[config.mk]
export PLATFORM = sky130hd
export DESIGN_NAME = mem_data_if
export DESIGN_NICKNAME = d
export VERILOG_FILES = /design/src/rtl/mem_if_pkg.sv /design/src/rtl/mem_data_if_load_align.sv /design/src/rtl/mem_data_if.sv
export SDC_FILE = /design/constraint.sdc
export NUM_CORES = 1
export LEC_CHECK = 0
export CORE_MARGIN = 2
export CORE_UTILIZATION = 46
export CTS_BUF_LIST = sky130_fd_sc_hd__clkbuf_8
export CTS_CLUSTER_DIAMETER = 50
export DETAILED_ROUTE_END_ITERATION = 10
export PLACE_DENSITY = 0.8
export SYNTH_ARGS = -nofsm -noshare
export SYNTH_HDL_FRONTEND = slang
export SYNTH_SLANG_ARGS = --single-unit
[constraint.sdc]
create_clock -name clk -period 4.1 [get_ports clk]
set_input_delay 1.23 -clock clk [delete_from_list [all_inputs] [get_ports clk]]
set_output_delay 1.23 -clock clk [all_outputs]
set_load 0.01 [all_outputs]
[src/rtl/mem_if_pkg.sv]
// Shared types, aluop codes and op classification for the MEM-stage data bus.
// UNALIGNED_LR_EN adds LWL/LWR/SWL/SWR to the memory-op set.
package mem_if_pkg;

  localparam int RegBus   = 32;
  localparam int AluOpBus = 8;

  localparam logic [AluOpBus-1:0] EXE_NOP_OP = 8'b0000_0000;
  localparam logic [AluOpBus-1:0] EXE_LB_OP  = 8'b1110_0000;
  localparam logic [AluOpBus-1:0] EXE_LBU_OP = 8'b1110_0100;
  localparam logic [AluOpBus-1:0] EXE_LH_OP  = 8'b1110_0001;
  localparam logic [AluOpBus-1:0] EXE_LHU_OP = 8'b1110_0101;
  localparam logic [AluOpBus-1:0] EXE_LW_OP  = 8'b1110_0011;
  localparam logic [AluOpBus-1:0] EXE_LWL_OP = 8'b1110_0010;
  localparam logic [AluOpBus-1:0] EXE_LWR_OP = 8'b1110_0110;
  localparam logic [AluOpBus-1:0] EXE_SB_OP  = 8'b1110_1000;
  localparam logic [AluOpBus-1:0] EXE_SH_OP  = 8'b1110_1001;
  localparam logic [AluOpBus-1:0] EXE_SW_OP  = 8'b1110_1011;
  localparam logic [AluOpBus-1:0] EXE_SWL_OP = 8'b1110_1010;
  localparam logic [AluOpBus-1:0] EXE_SWR_OP = 8'b1110_1110;

  localparam logic [1:0] SZ_BYTE = 2'd0;
  localparam logic [1:0] SZ_HALF = 2'd1;
  localparam logic [1:0] SZ_WORD = 2'd2;

  typedef enum logic [2:0] {
    S_IDLE,
    S_REQ,
    S_WAIT,
    S_DONE,
    S_DRAIN
  } mem_state_e;

  function automatic logic is_mem_op(input logic [AluOpBus-1:0] op);
    logic r;
    r = 1'b0;
    case (op)
      EXE_LB_OP, EXE_LBU_OP, EXE_LH_OP,
      EXE_LHU_OP, EXE_LW_OP, EXE_SB_OP,
      EXE_SH_OP, EXE_SW_OP: r = 1'b1;
`ifdef UNALIGNED_LR_EN
      EXE_LWL_OP, EXE_LWR_OP,
      EXE_SWL_OP, EXE_SWR_OP: r = 1'b1;
`endif
      default: r = 1'b0;
    endcase
    return r;
  endfunction

  function automatic logic is_store(input logic [AluOpBus-1:0] op);
    logic r;
    r = 1'b0;
    case (op)
      EXE_SB_OP, EXE_SH_OP, EXE_SW_OP: r = 1'b1;
`ifdef UNALIGNED_LR_EN
      EXE_SWL_OP, EXE_SWR_OP: r = 1'b1;
`endif
      default: r = 1'b0;
    endcase
    return r;
  endfunction

  function automatic logic [1:0] op_size(input logic [AluOpBus-1:0] op);
    logic [1:0] r;
    r = SZ_WORD;
    case (op)
      EXE_LB_OP, EXE_LBU_OP, EXE_SB_OP: r = SZ_BYTE;
      EXE_LH_OP, EXE_LHU_OP, EXE_SH_OP: r = SZ_HALF;
      default: r = SZ_WORD;
    endcase
    return r;
  endfunction

endpackage

[src/rtl/mem_data_if_load_align.sv]
// Load lane select, sign/zero extension and LWL/LWR merge.
// UNALIGNED_LR_EN enables the LWL/LWR merge paths.
module load_align
  import mem_if_pkg::*;
(
  input  logic [AluOpBus-1:0] i_aluop,
  input  logic [1:0]          i_a,
  input  logic [RegBus-1:0]   i_rdata,
  input  logic [RegBus-1:0]   i_reg2,
  output logic [RegBus-1:0]   o_data
);

  logic [7:0]  w_byte;
  logic [15:0] w_half;

  assign w_byte = i_rdata[{i_a, 3'b000} +: 8];
  assign w_half = i_rdata[{i_a[1], 4'b0000} +: 16];

`ifndef UNALIGNED_LR_EN
  logic w_unused;
  assign w_unused = ^i_reg2;
`endif

  // Pick the addressed lane and extend or merge it into a full word
  always_comb begin
    o_data = i_rdata;
    case (i_aluop)
      EXE_LB_OP:  o_data = {{24{w_byte[7]}}, w_byte};
      EXE_LBU_OP: o_data = {24'h0, w_byte};
      EXE_LH_OP:  o_data = {{16{w_half[15]}}, w_half};
      EXE_LHU_OP: o_data = {16'h0, w_half};
`ifdef UNALIGNED_LR_EN
      EXE_LWL_OP: begin
        case (i_a)
          2'd0:    o_data = {i_rdata[7:0], i_reg2[23:0]};
          2'd1:    o_data = {i_rdata[15:0], i_reg2[15:0]};
          2'd2:    o_data = {i_rdata[23:0], i_reg2[7:0]};
          default: o_data = i_rdata;
        endcase
      end
      EXE_LWR_OP: begin
        case (i_a)
          2'd0:    o_data = i_rdata;
          2'd1:    o_data = {i_reg2[31:24], i_rdata[31:8]};
          2'd2:    o_data = {i_reg2[31:16], i_rdata[31:16]};
          default: o_data = {i_reg2[31:8], i_rdata[31:24]};
        endcase
      end
`endif
      default: o_data = i_rdata;
    endcase
  end

endmodule

[src/rtl/mem_data_if.sv]
// MEM-stage SRAM-like data-bus initiator with stall and flush drain.
// UNALIGNED_LR_EN enables LWL/LWR/SWL/SWR as memory ops.
module mem_data_if
  import mem_if_pkg::*;
(
  input  logic                clk,
  input  logic                rst,
  input  logic [AluOpBus-1:0] mem_aluop,
  input  logic [RegBus-1:0]   mem_mem_addr,
  input  logic [RegBus-1:0]   mem_reg2,
  input  logic [RegBus-1:0]   mem_except_type,
  input  logic                flush,
  input  logic                pipe_adv,
  output logic                data_req,
  output logic                data_wr,
  output logic [1:0]          data_size,
  output logic [RegBus-1:0]   data_addr,
  output logic [RegBus-1:0]   data_wdata,
  output logic [3:0]          data_wstrb,
  input  logic                data_addr_ok,
  input  logic                data_data_ok,
  input  logic [RegBus-1:0]   data_rdata,
  output logic [RegBus-1:0]   load_data,
  output logic                stall_req
);

  mem_state_e r_state;
  mem_state_e w_next;

  logic [AluOpBus-1:0] r_op;
  logic [RegBus-1:0]   r_addr;
  logic [RegBus-1:0]   r_reg2;
  logic                r_flush;

  logic                w_start;
  logic                w_flushed;
  logic [AluOpBus-1:0] w_op;
  logic [RegBus-1:0]   w_addr;
  logic [RegBus-1:0]   w_reg2;
  logic [1:0]          w_a;
  logic [1:0]          w_na;
  logic [RegBus-1:0]   w_baddr;
  logic [RegBus-1:0]   w_wdata;
  logic [3:0]          w_wstrb;
  logic [RegBus-1:0]   w_ld;

  assign w_start = is_mem_op(mem_aluop)
                 & (mem_except_type == '0)
                 & ~flush
                 & (r_state == S_IDLE);

  assign w_flushed = r_flush | flush;

  // In IDLE the request comes straight from EX/MEM; afterwards from the latch
  assign w_op   = (r_state == S_IDLE) ? mem_aluop    : r_op;
  assign w_addr = (r_state == S_IDLE) ? mem_mem_addr : r_addr;
  assign w_reg2 = (r_state == S_IDLE) ? mem_reg2     : r_reg2;
  assign w_a    = w_addr[1:0];
  assign w_na   = 2'd3 - w_a;

  // Lane placement of store data, byte enables and bus address
  always_comb begin
    w_baddr = w_addr;
    w_wdata = '0;
    w_wstrb = 4'b0000;
    case (w_op)
      EXE_SB_OP: begin
        w_wdata = {4{w_reg2[7:0]}};
        w_wstrb = 4'b0001 << w_a;
      end
      EXE_SH_OP: begin
        w_wdata = {2{w_reg2[15:0]}};
        w_wstrb = 4'b0011 << w_a;
      end
      EXE_SW_OP: begin
        w_wdata = w_reg2;
        w_wstrb = 4'b1111;
      end
`ifdef UNALIGNED_LR_EN
      EXE_SWL_OP: begin
        w_baddr = {w_addr[31:2], 2'b00};
        w_wdata = w_reg2 >> {w_na, 3'b000};
        w_wstrb = 4'b1111 >> w_na;
      end
      EXE_SWR_OP: begin
        w_baddr = {w_addr[31:2], 2'b00};
        w_wdata = w_reg2 << {w_a, 3'b000};
        w_wstrb = 4'b1111 << w_a;
      end
      EXE_LWL_OP, EXE_LWR_OP: begin
        w_baddr = {w_addr[31:2], 2'b00};
      end
`endif
      default: ;
    endcase
  end

  // Next-state and bus/stall outputs
  always_comb begin
    w_next     = r_state;
    data_req   = 1'b0;
    data_wr    = 1'b0;
    data_size  = 2'd0;
    data_addr  = '0;
    data_wdata = '0;
    data_wstrb = 4'b0000;
    stall_req  = 1'b0;
    unique case (r_state)
      S_IDLE: begin
        if (w_start) begin
          data_req  = 1'b1;
          stall_req = 1'b1;
          w_next = data_addr_ok ? S_WAIT : S_REQ;
        end
      end
      S_REQ: begin
        data_req  = 1'b1;
        stall_req = 1'b1;
        if (data_addr_ok)
          w_next = w_flushed ? S_DRAIN : S_WAIT;
      end
      S_WAIT: begin
        stall_req = 1'b1;
        if (data_data_ok)
          w_next = flush ? S_IDLE : S_DONE;
        else if (flush)
          w_next = S_DRAIN;
      end
      S_DONE: begin
        if (pipe_adv | flush)
          w_next = S_IDLE;
      end
      S_DRAIN: begin
        stall_req = 1'b1;
        if (data_data_ok)
          w_next = S_IDLE;
      end
      default: w_next = S_IDLE;
    endcase
    if (data_req) begin
      data_wr    = is_store(w_op);
      data_size  = op_size(w_op);
      data_addr  = w_baddr;
      data_wdata = w_wdata;
      data_wstrb = w_wstrb;
    end
  end

  // State register
  always_ff @(posedge clk or negedge rst) begin
    if (!rst) r_state <= S_IDLE;
    else      r_state <= w_next;
  end

  // Capture the op fields when a transaction starts
  always_ff @(posedge clk or negedge rst) begin
    if (!rst) begin
      r_op   <= EXE_NOP_OP;
      r_addr <= '0;
      r_reg2 <= '0;
    end else if (w_start) begin
      r_op   <= mem_aluop;
      r_addr <= mem_mem_addr;
      r_reg2 <= mem_reg2;
    end
  end

  // Remember a flush that lands while the request is still unaccepted
  always_ff @(posedge clk or negedge rst) begin
    if (!rst)
      r_flush <= 1'b0;
    else if (r_state == S_REQ && flush)
      r_flush <= 1'b1;
    else if (r_state == S_DRAIN && data_data_ok)
      r_flush <= 1'b0;
  end

  load_align u_align (
    .i_aluop (r_op),
    .i_a     (r_addr[1:0]),
    .i_rdata (data_rdata),
    .i_reg2  (r_reg2),
    .o_data  (w_ld)
  );

  // Result register: written only by an unflushed response in WAIT
  always_ff @(posedge clk or negedge rst) begin
    if (!rst)
      load_data <= '0;
    else if (r_state == S_WAIT && data_data_ok && !flush)
      load_data <= is_store(r_op) ? '0 : w_ld;
  end

endmodule

* After elaboration in Yosys (flattened, before gate mapping) *
Cells that the tools add are included.

operators by class
  reduce and logical (&&, ||, !) cells = 15
  bitwise logic cells = 6
  shift operators = 4
  eq/ne operators = 31
  multiplexer cells = 32

operator list
  cell                   count
  $eq A8 B8 Y1 const B   22
  $mux W32               5
  $pmux W32 S4           1
  $pmux W32 S3           1
  $logic_not A32 Y1      1
  $shiftx A32 B6 Y16     1
  $shiftx A32 B6 Y8      1
  $mux W3                7
  $pmux W3 S5            1
  $reduce_or A3 Y1       5
  $pmux W4 S3            1
  $mux W1                8
  $mux W8                1
  $ne A2 B2 Y1 const B   4
  $reduce_or A8 Y1       1
  $eq A3 B2 Y1 const B   2
  $mux W2                3
  $reduce_and A5 Y1      1
  $logic_and A1 B1 Y1    4
  $mux W4                1
  $pmux W1 S2            2
  $pmux W2 S2            1
  $shl A1 B2 Y4 const A  1
  $shl A2 B2 Y4 const A  1
  other kinds (9)        12

storage, ports and cells
  output and inout port bits = 105
  input bits = 142
  flip-flop bits (word level) = 108
  word-level logic and storage cells = 94

* Logic depth before layout (Yosys ltp) *
  word-level depth = 9
  gate-level depth with buffers = 7
  gate-level depth less buffers = 6

* Modules after synthesis *
A second synthesis with hierarchy kept.

second synthesis, totals
  cells, all modules = 653
  area, all modules = 6384.9 µm²

modules (own cells, without submodules)
  module       instances  area an instance (µm²)  cells an instance
  mem_data_if  1          5666.7                  556
  load_align   1          718.2                   97

* Worst setup path after synthesis *
OpenSTA, ideal clock, no wires.

  path type = input-to-output
  start = in mem_except_type[6]
  end = out data_wdata[22]
  data required time = 2870 ps
  arrival = 2694 ps
  cell stages on the path = 7
  slack = 176 ps
  cells stage by stage = nor4_1 -> o2111ai_1 -> nor4_4 -> o21ai_2 -> clkinv_1 -> buf_2 -> o21a_1

between the ends
  word-level cells in the longest chain between the ends = 7

RTL lines
  what                RTL line            source
  start: declaration  mem_data_if.sv:11   input logic [RegBus-1:0] mem_except_type,
  $logic_not A32 Y1   mem_data_if.sv:48   & (mem_except_type == '0)
  $and A1 B1 Y1       mem_data_if.sv:48
  $and A1 B1 Y1       mem_data_if.sv:49   & ~flush
  $and A1 B1 Y1       mem_data_if.sv:50   & (r_state == S_IDLE);
  $mux W1             mem_data_if.sv:110  if (w_start) begin
  $pmux W1 S2         mem_data_if.sv:108  unique case (r_state)
  via data_req        mem_data_if.sv:14   output logic data_req,
  $mux W32            mem_data_if.sv:140  if (data_req) begin
  end: declaration    mem_data_if.sv:18   output logic [RegBus-1:0] data_wdata,

The timed path passes the listed nets, and every way through them passes these cells.

* Worst setup path in the final report *
  start = in mem_aluop[4]
  end = out data_wdata[9]

between the ends
  word-level cells in the longest chain between the ends = 9
  elaborated cells on any way between the ends = 21
  classes of those cells = eq/ne: 11; mux: 6; bitwise: 3; reduce/logical: 1

RTL lines
  what                RTL line            source
  start: declaration  mem_data_if.sv:8    input logic [AluOpBus-1:0] mem_aluop,
  $eq A8 B8 Y1        mem_if_pkg.sv:37    case (op)
  $reduce_or A8 Y1    mem_if_pkg.sv:37
  $mux W1             mem_if_pkg.sv:37
  $and A1 B1 Y1       mem_data_if.sv:48
  $and A1 B1 Y1       mem_data_if.sv:49
  $and A1 B1 Y1       mem_data_if.sv:50
  $mux W1             mem_data_if.sv:110
  $pmux W1 S2         mem_data_if.sv:108
  $mux W32 (*)        mem_data_if.sv:140

Every way passes the cells marked *; elsewhere a longest branch is shown, timed or not.

==> impl_metrics.yaml <==
layout:
  nets: 1195
  layout-drive-gt1-share: 0.351
  syn_to_final_growth_pct: 61.5
  n_antenna_cell: 0
  final_cell_count_no_fill: 1238
  final_util: 0.758
  mostFrequentLayoutCells: "nand2_1, clkdlybuf4s50_1, dfrtp_1"
  final_area_mm2: 0.0105
  final_common_cell: "nand2_1"
worst_setup_path:
  cp-end-kind: "primary output"
  critPathTopFamily: "buffers and inverters"
  max_stage_delay_ns: 0.27
  cp_cell_sequence: "buf_6 > nand4b_1 > buf_4 > nor4b_4 > buf_4 > a32oi_4 > buf_6 > buf_6 > buf_6 > a21oi_2 > o21a_1 > buf_2"
  r2r_cells: 5
  cp.depth: 12
  cp.required_ns: 2.87
  crit_top_cell: "buf_6"
  crit_path_start_kind: "primary input"
  critPathBufInv: 7
  path_class: "primary input to primary output"
  arrival_ns: 3.17
  slowest_stage: "nand4b_1"
  critical_path_peak_fanout: 4
placement:
  portBuffers: 246
  dpl.hpwl_um: 14900
  dpl.cell_count: 1183
  placedInstanceArea_mm2: 0.00949
  gp_congestion: 0.912
  detailedPlace.worstSlack_ns: -0.847
power:
  ir_drop_mv: 0.187
  power_density_mw_per_mm2: 199
  total_power_mw: 2.09
  static-leakage-power_nw: 4.78
yosys:
  yosysTopAreaCell: "dfrtp_1"
  ys_async_sr_fraction: 1.00
  synth.net_count: 900
  postSynthAreaPerCell_um2: 8.56
  synth_area_leaders: "dfrtp_1, mux2_2, nand2_1, a21oi_1, o21ai_0"
  synth_area_mm2: 0.00649
  ys_seq_area_frac: 0.416
  ys_seq_elements: 108
  synth_edf_count: 0
  synthesis.instances: 758
  yosysWarnings: 0
  synth_top_flop_cell: "dfrtp_1"
  yosysUniqueCellTypes: 46
  synth_top_area_frac: 0.416
routing:
  wirelength_um: 25100
  drc_errors: 0
  num_vias: 7245
  wl_met2_um: 12000
  firstDrtPassIters: 5
  highest_layer: "met5"
  met1_length_um: 9640
  drtIter0Drc: 722
  routed_via_density: 5.85
  wl_met3_um: 2220
  wire_per_inst_um: 20.3
  ant_nets: 0
status:
  outcome: "finished, violations left"
  violations: "setup timing"
timing:
  worstMarginPinSlew_ns: 0.910
  fmax_ghz: 0.227
  setup_slack_ns: -0.303
  fin_hold_ws_ns: 0.485
  fin_crit_sh: 1.07
  maxSlewHeadroom: 0.390
  clock_skew_ns: 0.0170
  hold_viol: 0
  setup_viol: 71
  layout_min_cycle_time_ns: 4.40
  final.setup.tns_ns: -12.29
  drv_slew: 0
  rsz0062_at_grt: "yes"
clock_network:
  cts-root-buf: "clkbuf_8"
  clk_latency_ns: 0.41
  clk_path_buf_depth: 2
  cts_tree: "built"
  cts.sinks: 108
  cts-htree-levels: 3
  clkTransAtPathRegs_ns: 0.12
  cts_made_buffers: 9
worst_hold_path:
  hold-path-cell-count: 2
  min_path_type: "flip-flop to flip-flop"
die:
  io_pins: 247
  die_area_mm2: 0.0151
  start_util: 0.469
  core_area_mm2: 0.0138
  die_w_um: 123
  die_h_um: 123
  num_rows: 43
global_routing:
  grt_max_degree: 74
  grt_pass1_vias: 7017
  grt_usage: 0.318
  globalRouteOverflowTotal: 0
  antenna_found_initial: 1
  grt_first_pass_wirelength_um: 36800
run:
  drv_cap: 0
## layout make-up
type,count,area [µm²]
Sequential cell,108,2700
Tap cell,180,225
Multi-Input combinational cell,586,4020
Timing Repair Buffer,343,3270
Fill cell,931,3350
Inverter,5,31.3
Clock buffer,9,124
Clock inverter,7,103
## cell families (layout without fill, tap and decap cells)
group,after synthesis,in the layout,synth area share
simple gates,293,293,0.197
compound gates,202,202,0.191
flops,108,108,0.416
mux,91,91,0.155
buf+inv,64,364,0.0407
## timing repair
action | 4_1_cts | 5_1_grt
hold buffers | 0 | 0
setup endpoints to repair | 73 | 73
pin swaps | 38 | 26
resized for setup | 454 | 89
cloned | 7 | 4
setup buffers | 28 | 7
## routing by layer
| layer | GRT usage | vias to the layer above |
|---|---|---|
| li1 | - | 3252 |
| met1 | 0.403 | 3479 |
| met2 | 0.518 | 423 |
| met3 | 0.0720 | 89 |
| met4 | 0.142 | 2 |
| met5 | 0 | - |
## sequential cells by signal, summed over array words and instances (netlist names)
register / count
r_flush: 1
r_addr: 32
r_state: 3
r_reg2: 32
r_op: 8
load_data: 32
## synthesized netlist by cell type, types with 2 or more instances
| master | count |
|---|---|
| a211oi_1 | 17 |
| a21oi_1 | 81 |
| a22oi_1 | 8 |
| a31oi_1 | 9 |
| and2_1 | 4 |
| buf_1 | 4 |
| buf_2 | 16 |
| clkbuf_1 | 38 |
| dfrtp_1 | 108 |
| inv_1 | 4 |
| mux2_2 | 77 |
| mux2i_1 | 14 |
| nand2_1 | 188 |
| nand2b_1 | 7 |
| nand3_1 | 3 |
| nand4b_1 | 3 |
| nor2_1 | 40 |
| nor2b_1 | 13 |
| nor3_1 | 15 |
| nor3b_1 | 3 |
| nor4_1 | 8 |
| o2111ai_1 | 2 |
| o21a_1 | 25 |
| o21ai_0 | 40 |
| o221ai_1 | 8 |
| o31ai_1 | 2 |
| or3_1 | 2 |
## where the power goes
group          switching [mW]  internal, mW
clock network           0.452         0.305
logic                   0.119         0.149
registers                   0          1.06
total                   0.570          1.52
## path summary, 6_finish.rpt
path	start	end	slack, ns
setup / recovery	mem_aluop[4]	data_wdata[9]	-0.30
hold / removal	load_data[5]	load_data[5]	0.49
setup reg to reg	r_op[4]	load_data[31]	1.66
hold reg to reg	load_data[5]	load_data[5]	0.49
max in group asynchronous	rst	r_reg2[8]	2.51
min in group asynchronous	rst	r_flush	0.84
## worst reg2reg max path, cell delays in order, from the launching register on
cell and delay (ns):
dfrtp_1 0.39, nand4b_1 0.31, nor3_2 0.76, o21ai_0 0.22, nand2_1 0.45, o21ai_0 0.19
Note: power is estimated with default switching activity, not from simulation.
